### src/rtl/bsg_dll_calib_ctrl_if.sv
// Handshake/bus bundle between the DLL calibration controller and its
// environment (requester, divider and delay line).
interface bsg_dll_calib_ctrl_if #(
  parameter int count_width_p = 8,
  parameter int code_width_p  = 4
);
  logic                     start_i;
  logic [count_width_p-1:0] target_i;
  logic [count_width_p-1:0] count_i;
  logic                     dly_reset_o;
  logic                     div_clear_o;
  logic                     div_enable_o;
  logic [code_width_p-1:0]  code_o;
  logic                     locked_o;
  logic                     busy_o;
  logic                     error_o;

  // Environment side: issues requests and returns the divider count.
  modport master (
    output start_i, target_i, count_i,
    input  dly_reset_o, div_clear_o, div_enable_o, code_o,
           locked_o, busy_o, error_o
  );

  // Controller side.
  modport slave (
    input  start_i, target_i, count_i,
    output dly_reset_o, div_clear_o, div_enable_o, code_o,
           locked_o, busy_o, error_o
  );
endinterface

### src/rtl/bsg_dll_calib_ctrl.sv
// DLL calibration controller: steps the delay-line code until the divider
// period count lands within tol_p of the target, or gives up.
// Optional feature macro: BSG_DLL_CALIB_TRACK_EN (continuous re-measurement
// while locked). Without it, LOCK is terminal until start_i or reset.
module bsg_dll_calib_ctrl #(
  parameter int count_width_p   = 8,
  parameter int code_width_p    = 4,
  parameter int init_code_p     = 8,
  parameter int settle_cycles_p = 4,
  parameter int meas_cycles_p   = 64,
  parameter int tol_p           = 1
) (
  input logic                   clk_i,
  input logic                   reset_n_i,
  bsg_dll_calib_ctrl_if.slave   bus
);

  localparam int max_cycles_lp = (meas_cycles_p > settle_cycles_p) ? meas_cycles_p : settle_cycles_p;
  localparam int cnt_width_lp  = $clog2(max_cycles_lp) + 1;
  localparam int iter_width_lp = code_width_p + 1;
  localparam int cmp_width_lp  = count_width_p + 1;

  localparam logic [cnt_width_lp-1:0]  settle_last_lp = cnt_width_lp'(settle_cycles_p - 1);
  localparam logic [cnt_width_lp-1:0]  meas_last_lp   = cnt_width_lp'(meas_cycles_p - 1);
  localparam logic [iter_width_lp-1:0] iter_limit_lp  = iter_width_lp'((1 << code_width_p) + 1);
  localparam logic [cmp_width_lp-1:0]  tol_lp         = cmp_width_lp'(tol_p);
  localparam logic [code_width_p-1:0]  code_max_lp    = '1;

  typedef enum logic [2:0] {IDLE, RST, CLR, MEAS, CMP, LOCK, FAIL} state_e;

  state_e                   state_reg, state_next;
  logic [cnt_width_lp-1:0]  cnt_reg,   cnt_next;
  logic [iter_width_lp-1:0] iter_reg,  iter_next;
  logic [code_width_p-1:0]  code_reg,  code_next;
  logic                     track_reg, track_next;

  // One extra bit of headroom so target +/- tol never wraps; the low bound
  // is tested as count + tol < target to avoid subtracting below zero.
  logic [cmp_width_lp-1:0] count_ext, target_ext;
  logic                    too_high, too_low;

  assign count_ext  = {1'b0, bus.count_i};
  assign target_ext = {1'b0, bus.target_i};
  assign too_high   = count_ext > (target_ext + tol_lp);
  assign too_low    = (count_ext + tol_lp) < target_ext;

  // State and datapath registers; reset aborts any calibration in flight.
  always_ff @(posedge clk_i or negedge reset_n_i) begin
    if (!reset_n_i) begin
      state_reg <= IDLE;
      cnt_reg   <= '0;
      iter_reg  <= '0;
      code_reg  <= code_width_p'(init_code_p);
      track_reg <= 1'b0;
    end else begin
      state_reg <= state_next;
      cnt_reg   <= cnt_next;
      iter_reg  <= iter_next;
      code_reg  <= code_next;
      track_reg <= track_next;
    end
  end

  // Next-state logic; the code register moves only on CMP -> RST.
  always_comb begin
    state_next = state_reg;
    cnt_next   = cnt_reg;
    iter_next  = iter_reg;
    code_next  = code_reg;
    track_next = track_reg;
    case (state_reg)
      IDLE: begin
        if (bus.start_i) begin
          state_next = RST;
          cnt_next   = '0;
          iter_next  = '0;
        end
      end
      RST: begin
        if (cnt_reg == settle_last_lp) begin
          state_next = CLR;
          cnt_next   = '0;
        end else begin
          cnt_next = cnt_reg + 1'b1;
        end
      end
      CLR: begin
        state_next = MEAS;
        cnt_next   = '0;
      end
      MEAS: begin
        if (cnt_reg == meas_last_lp) begin
          state_next = CMP;
          cnt_next   = '0;
        end else begin
          cnt_next = cnt_reg + 1'b1;
        end
      end
      CMP: begin
        iter_next  = iter_reg + 1'b1;
        track_next = 1'b0;
        if (!too_high && !too_low) begin
          // Re-arm the iteration limit every time lock is reached.
          state_next = LOCK;
          iter_next  = '0;
          track_next = track_reg;
        end else if (iter_next == iter_limit_lp) begin
          state_next = FAIL;
        end else if (too_high) begin
          if (code_reg == '0) begin
            state_next = FAIL;
          end else begin
            state_next = RST;
            code_next  = code_reg - 1'b1;
          end
        end else begin
          if (code_reg == code_max_lp) begin
            state_next = FAIL;
          end else begin
            state_next = RST;
            code_next  = code_reg + 1'b1;
          end
        end
      end
      LOCK: begin
        if (bus.start_i) begin
          state_next = RST;
          cnt_next   = '0;
          iter_next  = '0;
          track_next = 1'b0;
        end else begin
`ifdef BSG_DLL_CALIB_TRACK_EN
          state_next = CLR;
          track_next = 1'b1;
`else
          state_next = LOCK;
`endif
        end
      end
      FAIL: begin
        if (bus.start_i) begin
          state_next = RST;
          cnt_next   = '0;
          iter_next  = '0;
        end
      end
      default: begin
        state_next = IDLE;
      end
    endcase
  end

  // Moore outputs decoded from the current state.
  assign bus.dly_reset_o  = (state_reg == IDLE) || (state_reg == RST);
  assign bus.div_clear_o  = (state_reg == CLR);
  assign bus.div_enable_o = (state_reg == MEAS);
  assign bus.busy_o       = (state_reg == RST) || (state_reg == CLR) ||
                            (state_reg == MEAS) || (state_reg == CMP);
  assign bus.locked_o     = (state_reg == LOCK) || track_reg;
  assign bus.error_o      = (state_reg == FAIL);
  assign bus.code_o       = code_reg;

endmodule

### src/flat_wrapper.sv
// flat-port wrapper written by rule: the top's interface ports become plain ports
module bsg_dll_calib_ctrl_flat 
#(
  parameter int count_width_p   = 8,
  parameter int code_width_p    = 4,
  parameter int init_code_p     = 8,
  parameter int settle_cycles_p = 4,
  parameter int meas_cycles_p   = 64,
  parameter int tol_p           = 1
)
  (clk_i, reset_n_i, bus_start_i, bus_target_i, bus_count_i, bus_dly_reset_o, bus_div_clear_o, bus_div_enable_o, bus_code_o, bus_locked_o, bus_busy_o, bus_error_o);
  bsg_dll_calib_ctrl_if #(.count_width_p(count_width_p), .code_width_p(code_width_p)) bus_i ();
  input logic clk_i;
  input logic reset_n_i;
  input wire logic [$bits(bus_i.start_i)-1:0] bus_start_i;
  input wire logic [$bits(bus_i.target_i)-1:0] bus_target_i;
  input wire logic [$bits(bus_i.count_i)-1:0] bus_count_i;
  output wire logic [$bits(bus_i.dly_reset_o)-1:0] bus_dly_reset_o;
  output wire logic [$bits(bus_i.div_clear_o)-1:0] bus_div_clear_o;
  output wire logic [$bits(bus_i.div_enable_o)-1:0] bus_div_enable_o;
  output wire logic [$bits(bus_i.code_o)-1:0] bus_code_o;
  output wire logic [$bits(bus_i.locked_o)-1:0] bus_locked_o;
  output wire logic [$bits(bus_i.busy_o)-1:0] bus_busy_o;
  output wire logic [$bits(bus_i.error_o)-1:0] bus_error_o;
  assign bus_i.start_i = bus_start_i;
  assign bus_i.target_i = bus_target_i;
  assign bus_i.count_i = bus_count_i;
  assign bus_dly_reset_o = bus_i.dly_reset_o;
  assign bus_div_clear_o = bus_i.div_clear_o;
  assign bus_div_enable_o = bus_i.div_enable_o;
  assign bus_code_o = bus_i.code_o;
  assign bus_locked_o = bus_i.locked_o;
  assign bus_busy_o = bus_i.busy_o;
  assign bus_error_o = bus_i.error_o;
  bsg_dll_calib_ctrl #(.count_width_p(count_width_p), .code_width_p(code_width_p), .init_code_p(init_code_p), .settle_cycles_p(settle_cycles_p), .meas_cycles_p(meas_cycles_p), .tol_p(tol_p)) u_core (.clk_i(clk_i), .reset_n_i(reset_n_i), .bus(bus_i));
endmodule
### config.mk
export PLATFORM = sky130hd
export DESIGN_NAME = bsg_dll_calib_ctrl_flat
export DESIGN_NICKNAME = d
export VERILOG_FILES = /design/src/rtl/bsg_dll_calib_ctrl_if.sv /design/src/rtl/bsg_dll_calib_ctrl.sv /design/src/flat_wrapper.sv
export SDC_FILE = /design/constraint.sdc
export NUM_CORES = 1
export LEC_CHECK = 0
export BUFFER_PORTS_ARGS = -buffer_cell sky130_fd_sc_hd__buf_2
export CORE_MARGIN = 4
export CORE_UTILIZATION = 30
export CTS_CLUSTER_SIZE = 28
export DETAILED_ROUTE_END_ITERATION = 6
export GPL_ROUTABILITY_DRIVEN = 0
export PLACE_DENSITY = 0.55
export SETUP_SLACK_MARGIN = 0.05
export SLEW_MARGIN = 15
export SYNTH_ARGS = -nofsm -noshare
export SYNTH_HDL_FRONTEND = slang
export SYNTH_SLANG_ARGS = --single-unit
export TNS_END_PERCENT = 1
### constraint.sdc
create_clock -name clk_i -period 4.35 [get_ports clk_i]
set_input_delay 0.87 -clock clk_i [delete_from_list [all_inputs] [get_ports clk_i]]
set_output_delay 0.87 -clock clk_i [all_outputs]
set_load 0.02 [all_outputs]
==> impl_metrics.py <==
metrics = {
    "outcome": {
        "status": "finished, final reports clean",
    },
    "die": {
        "die_area_um2": 7720,
        "initial_core_util_pct": 31.6,
        "core_area_um2": 6060,
        "rows": 28,
        "pin_count": 29,
        "die_y_um": 87.9,
        "die_w_um": 87.9,
    },
    "cts": {
        "cts_buffers": 3,
        "cts-resized-gates": 0,
        "ctsLongestPathBuffers": 2,
        "clock-root-buffer": "clkbuf_8",
        "clkTransAtPathRegs_ps": 80,
        "clk_latency_ps": 260,
        "cts_tree": "done",
        "cts_sinks": 19,
        "h-tree-depth": 1,
        "ctsHoldBuffers": 0,
        "post_cts_buffers": 0,
    },
    "global_routing": {
        "grt_overflow": 0,
        "grt_max_degree": 20,
        "grt.total_usage_pct": 11.6,
        "antenna_found_initial": 0,
        "grt_pass1_vias": 1637,
        "grt_pass1_wl_um": 7320,
    },
    "drt": {
        "first_pass_iters": 4,
        "wire_per_inst_um": 12.5,
        "drc": 0,
        "final_antenna_net_count": 0,
        "totalWireLength_um": 4170,
        "initialDrtViolationCount": 69,
        "detail_route.vias_per_cell": 5.25,
        "dr_total_vias": 1748,
    },
    "setup_path": {
        "cp_num_buf_inv": 1,
        "path_cells": "buf_2 > and4_1 > nand4_1 > xnor2_1 > ha_1 > and3_1 > nand4_1 > nand3_1 > nor2_1 > ha_1 > a21o_1 > a21o_1 > or2_2 > nor4_1 > o211ai_1 > xnor2_1",
        "rr_endpoint": "u_core.cnt_reg[4]",
        "cp-startpoint": "bus_target_i[2]",
        "cp-start-kind": "primary input",
        "cp_top_family": "simple AND/OR/NAND/NOR gates",
        "worst-endpoint-arrival_ps": 3830,
        "crit_fanout": 5,
        "regToRegSetupSlack_ps": 2400,
        "path_depth": 16,
        "crit_type": "in2reg",
        "critical-path-max-stage-delay_ps": 310,
        "crit-reg2reg-launch": "u_core.cnt_reg[3]",
        "cp-endpoint": "u_core.bus.code_o[3]",
        "r2r_cells": 6,
        "crit_slowest_cell": "ha_1",
        "end_kind": "flop",
        "worstPathRequired_ps": 4540,
    },
    "layout": {
        "drive_above_1_share_pct": 17.8,
        "register_area_um2": 477,
        "fin_util_pct": 36.0,
        "largest_reg_flops": 7,
        "syn_to_final_growth_pct": 14.0,
        "stdcell_count": 333,
        "multi_input_area_um2": 1340,
        "fin_nets": 302,
        "diodes": 0,
        "fillerInstances": 634,
    },
    "synth": {
        "async_reset_ff_share_pct": 100,
        "ys_seq_area_share_pct": 24.9,
        "synth_seq_cells": 19,
        "yosysMostFrequentCell": "ha_1",
        "synthCells": 229,
        "synth_edf_count": 0,
        "synth_top_cell_area_share_pct": 23.5,
        "synth_top_area_cell": "dfrtp_1",
        "synth_area_leaders": "dfrtp_1 (24%), ha_1 (15%), xnor2_1 (6.9%), inv_1 (4.3%), nand2_1 (4.1%)",
        "synth_cell_types": 53,
        "synth_ff_type": "dfrtp_1",
        "synth_warnings": 0,
        "syn_nets": 272,
        "ys_top_cells_by_count": "ha_1 (23), inv_1 (22), nand2_1 (21)",
        "syn_avg_cell_area_um2": 8.35,
        "syn_area_um2": 1910,
    },
    "timing": {
        "max_freq_mhz": 275,
        "worst_slew_pin_slew_ps": 633,
        "clock_skew_ps": 4.61,
        "drv_slew": 0,
        "finalCritPeriodShare_pct": 83.6,
        "finalHoldViolations": 0,
        "period_minus_slack_ps": 3640,
        "fin_tns_setup_ps": 0,
        "holdWs_ps": 513,
        "rsz0062_at_grt": "false",
        "setup_viol": 0,
        "slew_headroom_pct": 57.4,
    },
    "placement": {
        "hpwl_um": 3410,
        "dp.cells": 329,
        "port-buffer-count": 28,
    },
    "run": {
        "max_cap_viol_count": 0,
    },
    "pwr": {
        "power.density_nw_per_um2": 335,
        "leakage_nw": 1.02,
        "ir_drop_v": 0.000224,
        "power_mw": 0.730,
    },
    "min_path": {
        "min_path_type": "reg2reg",
        "min_from": "u_core.bus.code_o[3]",
    },
}
-- per-stage QoR --
step,area (µm²),setup WS (ps)
after global placement,2130,507
after global routing,2180,462
after floorplan,1910,799
final,2180,712
after detailed placement,2130,426
after CTS,2180,695
-- cells by family after synthesis --
| group | Yosys count | share of synthesized area, % |
|---|---|---|
| AND/OR/NAND/NOR | 81 | 22.9 |
| AO/OA/AOI/OAI | 58 | 21.0 |
| buffers and inverters | 26 | 5.17 |
| adder cells (fa/ha/maj) | 25 | 16.7 |
| flip-flops | 19 | 24.9 |
| XOR/XNOR | 18 | 8.24 |
| multiplexers | 2 | 1.11 |
-- placed cells by master (no fill, tap or decap), types with 6 or more instances in the layout --
cell | netlist | layout
o21ai_1 | 8 | 8
dfrtp_1 | 18 | 18
nand3_1 | 14 | 14
nand4_1 | 6 | 6
a21o_1 | 6 | 6
xnor2_1 | 15 | 15
a21oi_1 | 9 | 9
o21ai_0 | 8 | 8
nor2_1 | 12 | 12
nand2_1 | 21 | 21
ha_1 | 23 | 23
buf_2 | 1 | 28
inv_1 | 22 | 22
-- metal layers --
metal,GRT usage (%),wire length (µm)
met1,16.3,2070
met2,18.5,1850
met3,1.60,174
met4,3.49,71
met5,0,0
-- area by class of cell --
| class | count | share of cell area [%] |
|---|---|---|
| multi-input cells | 184 | 61.3 |
| well taps | 75 | 4.30 |
| clock buffers | 3 | 1.89 |
| inverters | 23 | 3.96 |
| clock inverters | 1 | 0.229 |
| repair buffers | 28 | 6.43 |
| flip-flops and latches | 19 | 21.9 |
-- where the power goes --
group          internal (mW)  switching [mW]  leakage, nW
Sequential             0.216          0.0693        0.242
Combinational          0.139           0.180        0.753
Clock                 0.0637          0.0618       0.0255
-- how the worst min path moves through the flow --
stage	to	depth (start not counted)
floorplan	u_core.cnt_reg[0]	1
detailed placement	u_core.bus.code_o[3]	1
global placement	u_core.bus.code_o[3]	1
global route	u_core.bus.code_o[3]	1
CTS	u_core.bus.code_o[3]	1
finish	u_core.bus.code_o[3]	1
No activity file was read; power rests on OpenSTA's default activity.
